## src/rtl/lapido_core_datapath_if.sv

```systemverilog
// Bus bundle for the Lapido datapath slice: ALU operands/result/flags,
// PC incrementer and boot ROM stream.
interface lapido_core_datapath_if;
    logic [31:0] alu_a;
    logic [31:0] alu_b;
    logic [4:0]  alu_opcode;
    logic [31:0] alu_out;
    logic        alu_zero;
    logic        alu_carry;
    logic        alu_overflow;
    logic        alu_negative;
    logic [31:0] pc_in;
    logic [31:0] pc_next;
    logic [31:0] boot_data;
    logic [7:0]  boot_addr;
    logic        boot_valid;
    logic        boot_done;

    modport master (
        output alu_a, alu_b, alu_opcode, pc_in,
        input  alu_out, alu_zero, alu_carry, alu_overflow, alu_negative,
        input  pc_next, boot_data, boot_addr, boot_valid, boot_done
    );

    modport slave (
        input  alu_a, alu_b, alu_opcode, pc_in,
        output alu_out, alu_zero, alu_carry, alu_overflow, alu_negative,
        output pc_next, boot_data, boot_addr, boot_valid, boot_done
    );
endinterface

```

## src/rtl/lapido_core_datapath.sv

```systemverilog
// Lapido datapath slice: combinational EX-stage ALU, IF-stage PC incrementer
// and a boot ROM streamer that emits BOOT_WORDS words after reset.
module lapido_core_datapath #(
    parameter int          BOOT_WORDS = 6,
    parameter logic [31:0] BOOT_BASE  = 32'hB1050000
) (
    input  logic                  clock,
    input  logic                  reset,
    lapido_core_datapath_if.slave bus
);

    typedef enum logic [4:0] {
        OP_ADD  = 5'd0,  OP_SUB  = 5'd1,  OP_AND  = 5'd2,  OP_OR   = 5'd3,
        OP_XOR  = 5'd4,  OP_NOT  = 5'd5,  OP_SLL  = 5'd6,  OP_SRL  = 5'd7,
        OP_SRA  = 5'd8,  OP_SLT  = 5'd9,  OP_SLTU = 5'd10, OP_PASB = 5'd11,
        OP_PASA = 5'd12, OP_INC  = 5'd13, OP_DEC  = 5'd14
    } alu_op_e;

    typedef enum logic [1:0] {S_START, S_STREAM, S_DONE} boot_state_e;

    localparam logic [7:0] LAST_IDX = 8'(BOOT_WORDS - 1);

    logic signed [31:0] a_s, b_s;
    logic        [31:0] rhs;
    logic        [32:0] sum_w, diff_w;
    logic        [4:0]  shamt;
    logic        [31:0] result;
    logic               carry, ovf;

    assign a_s   = bus.alu_a;
    assign b_s   = bus.alu_b;
    assign shamt = bus.alu_b[4:0];

    // INC/DEC reuse the add/subtract paths with a constant 1 as the second operand.
    always_comb begin
        rhs = bus.alu_b;
        if (bus.alu_opcode == OP_INC || bus.alu_opcode == OP_DEC) rhs = 32'd1;
    end

    assign sum_w  = {1'b0, bus.alu_a} + {1'b0, rhs};
    assign diff_w = {1'b0, bus.alu_a} - {1'b0, rhs};

    always_comb begin
        result = 32'd0;
        carry  = 1'b0;
        ovf    = 1'b0;
        case (alu_op_e'(bus.alu_opcode))
            OP_ADD, OP_INC: begin
                result = sum_w[31:0];
                carry  = sum_w[32];
                ovf    = (bus.alu_a[31] == rhs[31]) && (sum_w[31] != bus.alu_a[31]);
            end
            OP_SUB, OP_DEC: begin
                result = diff_w[31:0];
                carry  = diff_w[32];
                ovf    = (bus.alu_a[31] != rhs[31]) && (diff_w[31] != bus.alu_a[31]);
            end
            OP_AND:  result = bus.alu_a & bus.alu_b;
            OP_OR:   result = bus.alu_a | bus.alu_b;
            OP_XOR:  result = bus.alu_a ^ bus.alu_b;
            OP_NOT:  result = ~bus.alu_a;
            OP_SLL:  result = bus.alu_a << shamt;
            OP_SRL:  result = bus.alu_a >> shamt;
            OP_SRA:  result = a_s >>> shamt;
            OP_SLT:  result = {31'd0, (a_s < b_s)};
            OP_SLTU: result = {31'd0, (bus.alu_a < bus.alu_b)};
            OP_PASB: result = bus.alu_b;
            OP_PASA: result = bus.alu_a;
            default: result = 32'd0;
        endcase
    end

    assign bus.alu_out      = result;
    assign bus.alu_zero     = (result == 32'd0);
    assign bus.alu_carry    = carry;
    assign bus.alu_overflow = ovf;
    assign bus.alu_negative = result[31];

    assign bus.pc_next = bus.pc_in + 32'd1;

    boot_state_e state_q, state_d;
    logic [7:0]  idx_q, idx_d;
    logic [31:0] data_q, data_d;
    logic        valid_q, valid_d;
    logic        done_q, done_d;

    always_ff @(posedge clock or negedge reset) begin
        if (!reset) begin
            state_q <= S_START;
            idx_q   <= 8'd0;
            data_q  <= 32'd0;
            valid_q <= 1'b0;
            done_q  <= 1'b0;
        end else begin
            state_q <= state_d;
            idx_q   <= idx_d;
            data_q  <= data_d;
            valid_q <= valid_d;
            done_q  <= done_d;
        end
    end

    // idx_q always names the word currently on boot_data; it stops at the last word.
    always_comb begin
        state_d = state_q;
        idx_d   = idx_q;
        data_d  = data_q;
        valid_d = valid_q;
        done_d  = done_q;
        case (state_q)
            S_START: begin
                idx_d   = 8'd0;
                data_d  = BOOT_BASE;
                valid_d = 1'b1;
                state_d = S_STREAM;
            end
            S_STREAM: begin
                if (idx_q == LAST_IDX) begin
                    data_d  = 32'd0;
                    valid_d = 1'b0;
                    done_d  = 1'b1;
                    state_d = S_DONE;
                end else begin
                    idx_d  = idx_q + 8'd1;
                    data_d = BOOT_BASE + 32'(idx_q) + 32'd1;
                end
            end
            S_DONE:  state_d = S_DONE;
            default: state_d = S_START;
        endcase
    end

    assign bus.boot_data  = data_q;
    assign bus.boot_addr  = idx_q;
    assign bus.boot_valid = valid_q;
    assign bus.boot_done  = done_q;

endmodule

```

## src/flat_wrapper.sv

```systemverilog
// flat-port wrapper written by rule: the top's interface ports become plain ports
module lapido_core_datapath_flat 
#(
    parameter int          BOOT_WORDS = 6,
    parameter logic [31:0] BOOT_BASE  = 32'hB1050000
)
  (clock, reset, bus_alu_a, bus_alu_b, bus_alu_opcode, bus_pc_in, bus_alu_out, bus_alu_zero, bus_alu_carry, bus_alu_overflow, bus_alu_negative, bus_pc_next, bus_boot_data, bus_boot_addr, bus_boot_valid, bus_boot_done);
  lapido_core_datapath_if bus_i ();
  input  logic clock;
  input  logic reset;
  input wire logic [$bits(bus_i.alu_a)-1:0] bus_alu_a;
  input wire logic [$bits(bus_i.alu_b)-1:0] bus_alu_b;
  input wire logic [$bits(bus_i.alu_opcode)-1:0] bus_alu_opcode;
  input wire logic [$bits(bus_i.pc_in)-1:0] bus_pc_in;
  output wire logic [$bits(bus_i.alu_out)-1:0] bus_alu_out;
  output wire logic [$bits(bus_i.alu_zero)-1:0] bus_alu_zero;
  output wire logic [$bits(bus_i.alu_carry)-1:0] bus_alu_carry;
  output wire logic [$bits(bus_i.alu_overflow)-1:0] bus_alu_overflow;
  output wire logic [$bits(bus_i.alu_negative)-1:0] bus_alu_negative;
  output wire logic [$bits(bus_i.pc_next)-1:0] bus_pc_next;
  output wire logic [$bits(bus_i.boot_data)-1:0] bus_boot_data;
  output wire logic [$bits(bus_i.boot_addr)-1:0] bus_boot_addr;
  output wire logic [$bits(bus_i.boot_valid)-1:0] bus_boot_valid;
  output wire logic [$bits(bus_i.boot_done)-1:0] bus_boot_done;
  assign bus_i.alu_a = bus_alu_a;
  assign bus_i.alu_b = bus_alu_b;
  assign bus_i.alu_opcode = bus_alu_opcode;
  assign bus_i.pc_in = bus_pc_in;
  assign bus_alu_out = bus_i.alu_out;
  assign bus_alu_zero = bus_i.alu_zero;
  assign bus_alu_carry = bus_i.alu_carry;
  assign bus_alu_overflow = bus_i.alu_overflow;
  assign bus_alu_negative = bus_i.alu_negative;
  assign bus_pc_next = bus_i.pc_next;
  assign bus_boot_data = bus_i.boot_data;
  assign bus_boot_addr = bus_i.boot_addr;
  assign bus_boot_valid = bus_i.boot_valid;
  assign bus_boot_done = bus_i.boot_done;
  lapido_core_datapath #(.BOOT_WORDS(BOOT_WORDS), .BOOT_BASE(BOOT_BASE)) u_core (.clock(clock), .reset(reset), .bus(bus_i));
endmodule
```

## config.mk

```make
export PLATFORM = sky130hd
export DESIGN_NAME = lapido_core_datapath_flat
export DESIGN_NICKNAME = d
export VERILOG_FILES = /design/src/rtl/lapido_core_datapath_if.sv /design/src/rtl/lapido_core_datapath.sv /design/src/flat_wrapper.sv
export SDC_FILE = /design/constraint.sdc
export NUM_CORES = 1
export LEC_CHECK = 0
export ABC_AREA = 1
export BUFFER_PORTS_ARGS = -buffer_cell sky130_fd_sc_hd__buf_2
export CORE_UTILIZATION = 40
export DETAILED_ROUTE_END_ITERATION = 7
export PLACE_DENSITY = 0.65
export SYNTH_ARGS = -nofsm -noshare
export SYNTH_HDL_FRONTEND = slang
export SYNTH_SLANG_ARGS = --single-unit
```

## constraint.sdc

```tcl
create_clock -name clock -period 5.84 [get_ports clock]
set_clock_uncertainty 0.05 [all_clocks]
set_input_delay 0.584 -clock clock [delete_from_list [all_inputs] [get_ports clock]]
set_output_delay 0.584 -clock clock [all_outputs]
set_load 0.005 [all_outputs]
```

==> metrics.md <==
| Metric | Value |
|---|---|
| Status | `complete, no violations` |
| Setup bufs post-CTS | `0` |
| Total die area | `roughly 37000 um2` |
| Hold Fails Final Rpt | `0` |
| Crit end category | `output port` |
| Gate Count Post-Synth | `roughly 2800` |
| Final max-slew violation count | `0` |
| DRT Pass-1 Iters | `7` |
| Hold Crit Class | `input pin to async pin` |
| Global-route wire length before repair | `~97000 um` |
| Routed WL per cell | `19.6 um` |
| Filler cell count | `slightly above 4000` |
| Num CTS Buffers | `3` |
| Max stage delay cell, worst path | `nand2_1` |
| Commonest cells after routing, fill and taps aside | `nand2_1, nand3_1, inv_1, nor2_1, buf_2` |
| # Max-Cap Violations | `0` |
| Maximum VDD drop | `about 0.15 mV` |
| Placer Congestion | `roughly 1.0` |
| Comb pwr share | `0.802` |
| Netlist Area Pre-Place | `14400 um2` |
| Setup TNS | `0 ps` |
| CP most frequent cell | `nand2_1` |
| Startpoint types | `input pin` |
| #FFs+latches synth | `22` |
| Top Ports | `213` |
| CTS Root Cell | `clkbuf_16` |
| Worst EP arrival | `roughly 4700 ps` |
| Initial drt markers | `between 2000 and 2500` |
| Worst slew margin | `0.146` |
| CTS sink count | `22` |
| Pwr Total | `0.00156 W` |
| # setup viols final | `0` |
| WL final | `about 66000 um` |
| Layout net count | `3181` |
| Row cnt | `between 60 and 70` |
| Hold_buf cts | `0` |
| Ant diodes | `0` |
| Seq/Total Area, Yosys | `0.0382` |
| Switching power | `just over 0.0009 W` |
| PwrDens | `just over 100 nW/um2` |
| PortBufs | `just under 200` |
| DPL Wire Length | `between 50000 and 60000 um` |
| Largest net degree at the start of global routing | `70` |
| Vias | `about 19000` |
| CTS tree | `yes` |
| Share of cells above drive strength 1 | `0.0951` |
| Post-layout min period | `between 5000 and 6000 ps` |
| Warnings from Yosys | `0` |
| Deepest clock path buffer count | `2` |
| Area Growth Syn to Fin | `7.66%` |
| Critical path's largest stage delay | `between 600 and 700 ps` |
| Starting density of the core | `0.406` |
| CTS H-tree depth | `1` |
| Mean post-synth cell area | `around 5.2 um2` |
| Sw Share | `0.598` |
| Via-per-instance ratio | `~5.6` |
| Distinct cells, synth | `54` |
| # resized after CTS | `0` |
| Drt drc | `0` |
| Clock share of power | `0.101` |
| Reg power frac | `0.098` |
| P_leak | `between 9 and 10 nW` |
| Die X | `approximately 190 um` |
| Clock Latency Late Sink | `about 250 ps` |
| Worst slew pin tran | `1280 ps` |
| Gr usage total | `0.345` |
| Internal | `0.000627 W` |
| F_max | `between 150 and 200 MHz` |
| RSZ-0062 raised after global routing | `false` |
| Remaining antenna violation count | `0` |
| Core area | `about 35000 um2` |
| Critical path class | `input pin to output port` |
| Commonest non-fill, non-tap cell in the layout | `nand2_1` |
| Final Cycle Share | `0.918` |
| Initial antenna violation count | `0` |
| Clock-pin slew on the worst setup and hold paths | `60 ps` |
| Worst Path Max Fanout | `15` |
| WP data required | `~5200 ps` |
| Remaining Overflow, GRT | `0` |
| Die H | `roughly 190 um` |
| Number of global-route vias before repair | `roughly 17000` |
## cell usage after synthesis, drive strengths merged
| master | instances | share of area |
|---|---|---|
| nand2 | 893 | 0.23 |
| nand3 | 453 | 0.16 |
| inv | 409 | 0.11 |
| nor2 | 300 | 0.082 |
| ha | 173 | 0.15 |
| o21ai | 118 | 0.041 |
| buf | 99 | 0.044 |
| a21oi | 87 | 0.030 |
| nand4 | 44 | 0.019 |
| nor3 | 33 | 0.012 |
| clkbuf | 25 | 0.0069 |
| dfrtp | 22 | 0.038 |
| o22ai | 20 | 0.0087 |
| xor2 | 18 | 0.011 |
| and2 | 14 | 0.0061 |
| xnor2 | 14 | 0.0085 |
| o21bai | 12 | 0.0062 |
| nand3b | 11 | 0.0066 |
| o211ai | 10 | 0.0052 |
| or2 | 7 | 0.0030 |
| nor4 | 6 | 0.0036 |
| a31oi | 5 | 0.0022 |
| a21o | 4 | 0.0021 |
| a22oi | 3 | 0.0016 |
| nor3b | 3 | 0.0016 |
| and3 | 2 | 0.00096 |
| fa | 2 | 0.0028 |
| a22o | 1 | 0.00061 |
| a41o | 1 | 0.00069 |
| conb | 1 | 0.00026 |
| o21a | 1 | 0.00052 |
| o31ai | 1 | 0.00052 |
| o32ai | 1 | 0.00061 |
## critical path, delay by kind of cell
family	cells	cell delay, ps
adders and majority gates	1	320
buffers and inverters	5	700
and+or+nand+nor	19	3130
## final cells by class
type                    count  area (um2)  share of cell area
repair buffers            213        1110              0.0716
clock buffers               4        88.8             0.00572
multi-input cells        2254       11700               0.751
flip-flops and latches     22         551              0.0355
inverters                 409        1540              0.0991
well taps                 461         577              0.0372
## power groups by stage
stage / Combinational (W) / Sequential [W] / Clock (W)
floorplan: 0.000804 / 0.000155 / 0
global placement: 0.00121 / 0.000155 / 0
detailed placement: 0.00121 / 0.000155 / 0
CTS: 0.00122 / 0.000152 / 0.000160
global route: 0.00137 / 0.000152 / 0.000168
finish: 0.00125 / 0.000152 / 0.000157
## routing by layer
metal	vias to the layer above	global-route usage	wire (um)
li1	9098	-	-
met1	8696	0.461	27200
met2	1025	0.553	29000
met3	158	0.0259	5820
met4	0	0.175	3720
met5	-	0	0
## cell families after synthesis
group           synth area share
simple gates               0.531
buf+inv                    0.158
compound gates             0.101
fa+ha+maj                  0.153
xor+xnor                  0.0194
flops                     0.0382
other cells             0.000260
## final timing paths
path	start	to	slack (ps)	cells after the start
setup / recovery	bus_alu_opcode[1]	bus_alu_zero	480	25
max in group asynchronous	reset	u_core.bus.boot_done$_DFFE_PN0P_	5160	1
hold reg to reg	u_core.bus.boot_done$_DFFE_PN0P_	u_core.bus.boot_done$_DFFE_PN0P_	410	1
min in group clock	u_core.bus.boot_done$_DFFE_PN0P_	u_core.bus.boot_done$_DFFE_PN0P_	410	1
setup reg to reg	u_core.bus.boot_addr[0]$_DFFE_PN0P_	u_core.bus.boot_data[2]$_DFFE_PN0P_	3940	8
hold / removal	reset	u_core.bus.boot_data[6]$_DFFE_PN0P_	240	1
## flip-flops by register name, summed over array words and instances (netlist names)
| name | count |
|---|---|
| u_core.bus.boot_addr | 8 |
| u_core.bus.boot_data | 10 |
| u_core.bus.boot_valid | 1 |
| u_core.bus.boot_done | 1 |
| u_core.state_q | 2 |
## stage by stage
| step | hold slack [ps] | cells | setup WS (ps) | area (um2) | utilization |
|---|---|---|---|---|---|
| final | 241 | 3363 | 479 | 15500 | 0.437 |
| after global routing | 277 | 3363 | 240 | 15500 | 0.437 |
| after CTS | 258 | 3363 | 591 | 15500 | 0.437 |
| after detailed placement | 403 | 3359 | 596 | 15400 | 0.435 |
| after global placement | 400 | 3359 | 542 | 15400 | 0.435 |
| after floorplan | 238 | 2809 | 2010 | 14500 | - |
No activity file was read; power rests on OpenSTA's default activity.
